## config.mk

```make
export PLATFORM = sky130hd
export DESIGN_NAME = audio_envelope_tracker
export DESIGN_NICKNAME = d
export VERILOG_FILES = /design/src/rtl/audio_envelope_tracker.sv
export SDC_FILE = /design/constraint.sdc
export NUM_CORES = 1
export LEC_CHECK = 0
export ABC_CLOCK_PERIOD_IN_PS = 5600
export BUFFER_PORTS_ARGS = -buffer_cell sky130_fd_sc_hd__buf_2
export CAP_MARGIN = 20
export CORE_MARGIN = 2
export CORE_UTILIZATION = 58
export CTS_CLUSTER_SIZE = 20
export DETAILED_ROUTE_END_ITERATION = 16
export PLACE_DENSITY = 0.8
export SLEW_MARGIN = 10
export SYNTH_ARGS = -nofsm -noshare
export SYNTH_HDL_FRONTEND = slang
export SYNTH_SLANG_ARGS = --single-unit
```

## constraint.sdc

```tcl
create_clock -name CLOCK_50 -period 5.6 [get_ports CLOCK_50]
set_clock_uncertainty 0.1 [all_clocks]
set_input_delay 0.28 -clock CLOCK_50 [delete_from_list [all_inputs] [get_ports CLOCK_50]]
set_output_delay 0.28 -clock CLOCK_50 [all_outputs]
set_load 0.03 [all_outputs]
```

## src/rtl/audio_envelope_tracker.sv

```systemverilog
`default_nettype none
// +--------------------------------------------------------------------------+
// | Module : audio_envelope_tracker                                          |
// | Pops right-channel samples from the codec read_ready/read handshake,     |
// | tracks peak |sample| and hysteretic rising zero crossings per window     |
// | (window closed by the 60 Hz tick) and publishes the per-window results.  |
// | Optional feature macro: DC_REMOVE_EN (running-mean DC removal before     |
// | analysis; adds one cycle to sample processing).                          |
// | Revision : 1.0  initial release                                          |
// +--------------------------------------------------------------------------+
module audio_envelope_tracker #(
  parameter int                DATA_W = 24,
  parameter int                CNT_W  = 15,
  parameter logic [DATA_W-1:0] HYST   = 24'h000800,
  parameter int                DC_SH  = 8
) (
  input  logic              CLOCK_50,
  input  logic              reset,
  input  logic              read_ready,
  input  logic [DATA_W-1:0] readdata,
  output logic              read,
  input  logic              tick,
  output logic [DATA_W-1:0] peak,
  output logic [CNT_W-1:0]  zc_count,
  output logic [1:0]        level,
  output logic              result_valid
);

  localparam logic [2:0] S_IDLE  = 3'd0;
  localparam logic [2:0] S_ACK   = 3'd1;
  localparam logic [2:0] S_PROC  = 3'd2;
  localparam logic [2:0] S_WAIT  = 3'd3;
`ifdef DC_REMOVE_EN
  localparam logic [2:0] S_PROC2 = 3'd4;
`endif

  localparam logic [DATA_W-1:0] MAX_POS = {1'b0, {(DATA_W-1){1'b1}}};
  localparam logic [DATA_W-1:0] MIN_NEG = {1'b1, {(DATA_W-1){1'b0}}};
  localparam logic [DATA_W-1:0] LVL1_TH = DATA_W'(1) << (DATA_W-5);
  localparam logic [DATA_W-1:0] LVL2_TH = DATA_W'(1) << (DATA_W-3);
  localparam logic [DATA_W-1:0] LVL3_TH = DATA_W'(1) << (DATA_W-2);

  // The DC tracker sign-extends the difference into a wider register.
  if (DC_SH < 2) begin : g_bad_dc_sh
    $error("audio_envelope_tracker: DC_SH must be at least 2");
  end

  logic [2:0]        state;
  logic [2:0]        state_nx;
  logic              fold;        // analysis sample is folded this cycle
  logic [DATA_W-1:0] s_reg;       // sample popped from the codec
  logic [DATA_W-1:0] an;          // sample as seen by the analysis path
  logic [DATA_W-1:0] an_abs;
  logic              above;
  logic              below;
  logic [DATA_W-1:0] pk_acc;
  logic [DATA_W-1:0] pk_nx;
  logic [CNT_W-1:0]  zc_acc;
  logic [CNT_W-1:0]  zc_nx;
  logic              sign_pos;    // 1 once the signal went above +HYST
  logic              sign_nx;
  logic [1:0]        lvl_nx;

  // State register.
  always_ff @(posedge CLOCK_50) begin
    if (reset) state <= S_IDLE;
    else       state <= state_nx;
  end

  // Next-state logic: one pop per read_ready assertion.
  always_comb begin
    state_nx = state;
    case (state)
      S_IDLE:  if (read_ready) state_nx = S_ACK;
      S_ACK:   state_nx = S_PROC;
`ifdef DC_REMOVE_EN
      S_PROC:  state_nx = S_PROC2;
      S_PROC2: state_nx = S_WAIT;
`else
      S_PROC:  state_nx = S_WAIT;
`endif
      S_WAIT:  if (!read_ready) state_nx = S_IDLE;
      default: state_nx = S_IDLE;
    endcase
  end

  // Output decode of the state register.
  always_comb begin
    read = (state == S_ACK);
`ifdef DC_REMOVE_EN
    fold = (state == S_PROC2);
`else
    fold = (state == S_PROC);
`endif
  end

  // Capture the codec sample during the acknowledge cycle.
  always_ff @(posedge CLOCK_50) begin
    if (reset)               s_reg <= '0;
    else if (state == S_ACK) s_reg <= readdata;
  end

`ifdef DC_REMOVE_EN
  localparam int DC_W = DATA_W + DC_SH;

  logic [DC_W-1:0]   dc;
  logic [DATA_W-1:0] dc_mean;
  logic [DATA_W:0]   diff;
  logic [DATA_W-1:0] diff_sat;
  logic [DATA_W-1:0] an_reg;

  // Sample minus the running mean; the mean is dc>>>DC_SH, which fits DATA_W.
  always_comb begin
    dc_mean = dc[DC_W-1:DC_SH];
    diff    = {s_reg[DATA_W-1], s_reg} - {dc_mean[DATA_W-1], dc_mean};
    if (diff[DATA_W] != diff[DATA_W-1]) diff_sat = diff[DATA_W] ? MIN_NEG : MAX_POS;
    else                                diff_sat = diff[DATA_W-1:0];
  end

  // First processing cycle: update the mean tracker and stage the DC-free sample.
  always_ff @(posedge CLOCK_50) begin
    if (reset) begin
      dc     <= '0;
      an_reg <= '0;
    end else if (state == S_PROC) begin
      an_reg <= diff_sat;
      dc     <= dc + {{(DC_SH-1){diff[DATA_W]}}, diff};
    end
  end

  assign an = an_reg;
`else
  assign an = s_reg;
`endif

  // Fold the analysis sample into the window accumulators.
  always_comb begin
    if (an == MIN_NEG)      an_abs = MAX_POS;
    else if (an[DATA_W-1])  an_abs = -an;
    else                    an_abs = an;
    above   = $signed(an) > $signed(HYST);
    below   = $signed(an) < -$signed(HYST);
    pk_nx   = pk_acc;
    zc_nx   = zc_acc;
    sign_nx = sign_pos;
    if (fold) begin
      if (an_abs > pk_acc) pk_nx = an_abs;
      if (above) begin
        sign_nx = 1'b1;
        if (!sign_pos && (zc_acc != {CNT_W{1'b1}})) zc_nx = zc_acc + 1'b1;
      end else if (below) begin
        sign_nx = 1'b0;
      end
    end
  end

  // Coarse bar derived from the peak about to be published.
  always_comb begin
    if (pk_nx < LVL1_TH)      lvl_nx = 2'd0;
    else if (pk_nx < LVL2_TH) lvl_nx = 2'd1;
    else if (pk_nx < LVL3_TH) lvl_nx = 2'd2;
    else                      lvl_nx = 2'd3;
  end

  // Window accumulators and published results; sign flag spans windows.
  always_ff @(posedge CLOCK_50) begin
    if (reset) begin
      pk_acc       <= '0;
      zc_acc       <= '0;
      sign_pos     <= 1'b0;
      peak         <= '0;
      zc_count     <= '0;
      level        <= 2'd0;
      result_valid <= 1'b0;
    end else begin
      sign_pos     <= sign_nx;
      result_valid <= tick;
      if (tick) begin
        peak     <= pk_nx;
        zc_count <= zc_nx;
        level    <= lvl_nx;
        pk_acc   <= '0;
        zc_acc   <= '0;
      end else begin
        pk_acc <= pk_nx;
        zc_acc <= zc_nx;
      end
    end
  end

endmodule
`default_nettype wire

```

==> impl_results.md <==
* Placed cell count at 752
* Crit-path slowest cell: or4b_1
* Final slew viol count at 0
* Root Driver: clkbuf_8
* Max incr delay on CP at 0.57 ns
* Core ar. at 0.00876 mm2
* Layout cell share with drive strength beyond 1 at 0.158
* Final hold viol count at 0
* Clk_lat worst skew at 0.37 ns
* Fmax at 0.207 GHz
* RSZ-0062 raised after global routing: no
* Final std cells w/o fill at 767
* Finished Core Util at 0.664
* GPL Wtd Cong at 0.877
* Post-Syn Area at 0.00526 mm2
* TritonCTS clock tree: yes
* Vias in the first global route at 4,095
* DRC Markers at 0
* Slew margin rel. at 0.459
* Asr flop ratio synth at 0
* Main synth FF type: dfxtp_1
* Initial core utilization at 0.600
* Buffers on Ports at 70
* FF+latch count, synth at 108
* Post-route cell area at 0.00582 mm2
* Post-synthesis sequential area ratio at 0.411
* Critical path capture point type: flip-flop
* Routed WL per cell at 15.0 um
* Post_cts resized at 0
* Fill cell count at 745
* Num CTS Buffers at 9
* YS warnings at 0
* Syn_nets at 662
* GRT Residual Overflow at 0
* Status: finished clean
* Mapped Avg Cell Area at 8.72 um2
* Placed Area at 0.00564 mm2
* Yosys cell types at 55
* R2R setup slack at 0.76 ns
* Vias per inst at 5.60
* Worst IR Drop VDD at 267 uV
* First-pass iteration count of the detailed router at 4
* # Max-Cap Violations at 0
* # diodes at 0
* ANT nets after route at 0
* # Post-CTS Setup Buffers at 0
* Die Footprint at 0.00984 mm2
* Largest net degree at the start of global routing at 46
* Critical Path RT at 5.73 ns
* Post-synth EDFFs at 0
* CTS max path bufs at 2
* Worst path cell trace: inv_1 -> ha_1 -> or4b_1 -> or4_4 -> or3_4 -> o21ai_4 -> ha_1 -> a21oi_1 -> nand2_1 -> a221o_1 -> a211o_1 -> o211ai_1 -> buf_4 -> buf_4 -> mux2i_1 -> nor2_1
* First DRT Iteration DRCs at 160
* Power per cell area at 443 mW/mm2
* Crit path max fanout at 18
* Clk slew on worst S/H paths at 0.10 ns
* Syn Inst Count at 603
* CTS Hold Bufs at 0
* CTS H-Tree Depth at 3
* Area Growth Syn to Fin at 10.7%
* Layout net count at 714
* Startpoint Class: flip-flop
* Total GRT Usage at 0.237
* Final setup viols at 0
* Post-route minimum period at 4.84 ns
* Num Clock Sinks at 108
* Hpwl dp at 8.38 mm
* Io pins at 71
* Chip Width at 99.2 um
* Arr. time, crit path at 4.97 ns
* Kind of critical path: flip-flop to flip-flop
* Final worst-path cycle share at 0.865
* Initial antenna violation count at 0
* Die height at 99.2 um
* Leak at 2.56 nW
* Worst-Margin Slew at 0.812 ns
* Path type of the worst min-delay path: input pin to flip-flop
* First-pass GRT wire length at 19.1 mm
* Post-Route WL at 11.5 mm
* Setup TNS at 0 ns
* Vias at 4,296
* # rows at 34
* Total power at 2.58 mW
## layout make-up
type / instances / area [um2] / area share
Clock buffer: 10 / 128 / 0.0219
Clock inverter: 5 / 46.3 / 0.00796
Inverter: 32 / 120 / 0.0206
Multi-Input combinational cell: 428 / 2830 / 0.487
Timing Repair Buffer: 76 / 395 / 0.0680
Tap cell: 108 / 135 / 0.0232
Sequential cell: 108 / 2160 / 0.372
## final timing paths
check                from   endpoint  depth (start not counted)
max                 an[0]  pk_acc[6]                         16
max reg2reg         an[0]  pk_acc[6]                         16
min reg2reg      peak[16]   peak[16]                          2
min          readdata[16]     an[16]                          3
## stage by stage
stage                     hold slack (ns)  setup slack, ns
final                              0.0399            0.758
after global routing               0.0408            0.405
after CTS                          0.0380            0.794
after detailed placement            0.338            0.833
after global placement              0.331            0.931
after floorplan                     0.327             1.05
## logic make-up after synthesis
logic type / Yosys count / share of synthesized area
fa+ha+maj: 31 / 0.0738
mux: 53 / 0.104
flops: 108 / 0.411
compound gates: 91 / 0.117
buf+inv: 67 / 0.0502
xor+xnor: 29 / 0.0483
simple gates: 224 / 0.195
## report_power, final
group | internal, mW | switching (mW)
logic | 0.481 | 0.719
registers | 0.844 | 0.0881
clock network | 0.168 | 0.276
total | 1.49 | 1.08
## synth_stat cells, types with 5 or more instances
master / count / area, um2
dfxtp_1: 108 / 2160
nor2_1: 93 / 349
nand2_1: 60 / 225
mux2i_1: 50 / 500
inv_1: 32 / 120
ha_1: 31 / 388
clkbuf_1: 28 / 105
xor2_1: 20 / 175
o21ai_0: 17 / 85.1
o21ai_1: 16 / 80.1
a21oi_1: 14 / 70.1
a211oi_1: 13 / 97.6
nand4_1: 13 / 81.3
nor3_1: 11 / 55.1
nand3_1: 10 / 50.1
o31ai_1: 9 / 67.6
xnor2_1: 9 / 78.8
or3_1: 7 / 43.8
and3_1: 5 / 31.3
nor4_1: 5 / 31.3
## critical path: cells and delay by family (launching register included)
kind | cells | cell delay (ns)
AND/OR/NAND/NOR | 5 | 1.67
flip-flops | 1 | 0.37
buffers and inverters | 3 | 0.67
adder cells (fa/ha/maj) | 2 | 0.47
multiplexers | 1 | 0.29
AO/OA/AOI/OAI | 5 | 1.11
## layer usage
metal  GRT usage  part of all wire
met5           0                 0
met4      0.0643             0.014
met3      0.0471             0.057
met2       0.381              0.46
met1       0.327              0.47
## placed cells by master (no fill, tap or decap), drive strengths merged, types with 5 or more instances in the layout
cell type,Yosys,routed
inv,32,35
nand2,60,60
buf,7,76
o21ai,35,35
nor3,13,13
nand4,13,13
xor2,20,20
mux2i,51,51
nor2,93,93
ha,31,31
xnor2,9,9
a21oi,14,14
nor4,5,5
a211oi,13,13
clkbuf,28,10
dfxtp,108,108
o31ai,10,10
or3,8,8
nand3,10,10
and3,5,5
Power figures use the tool's default switching activity.
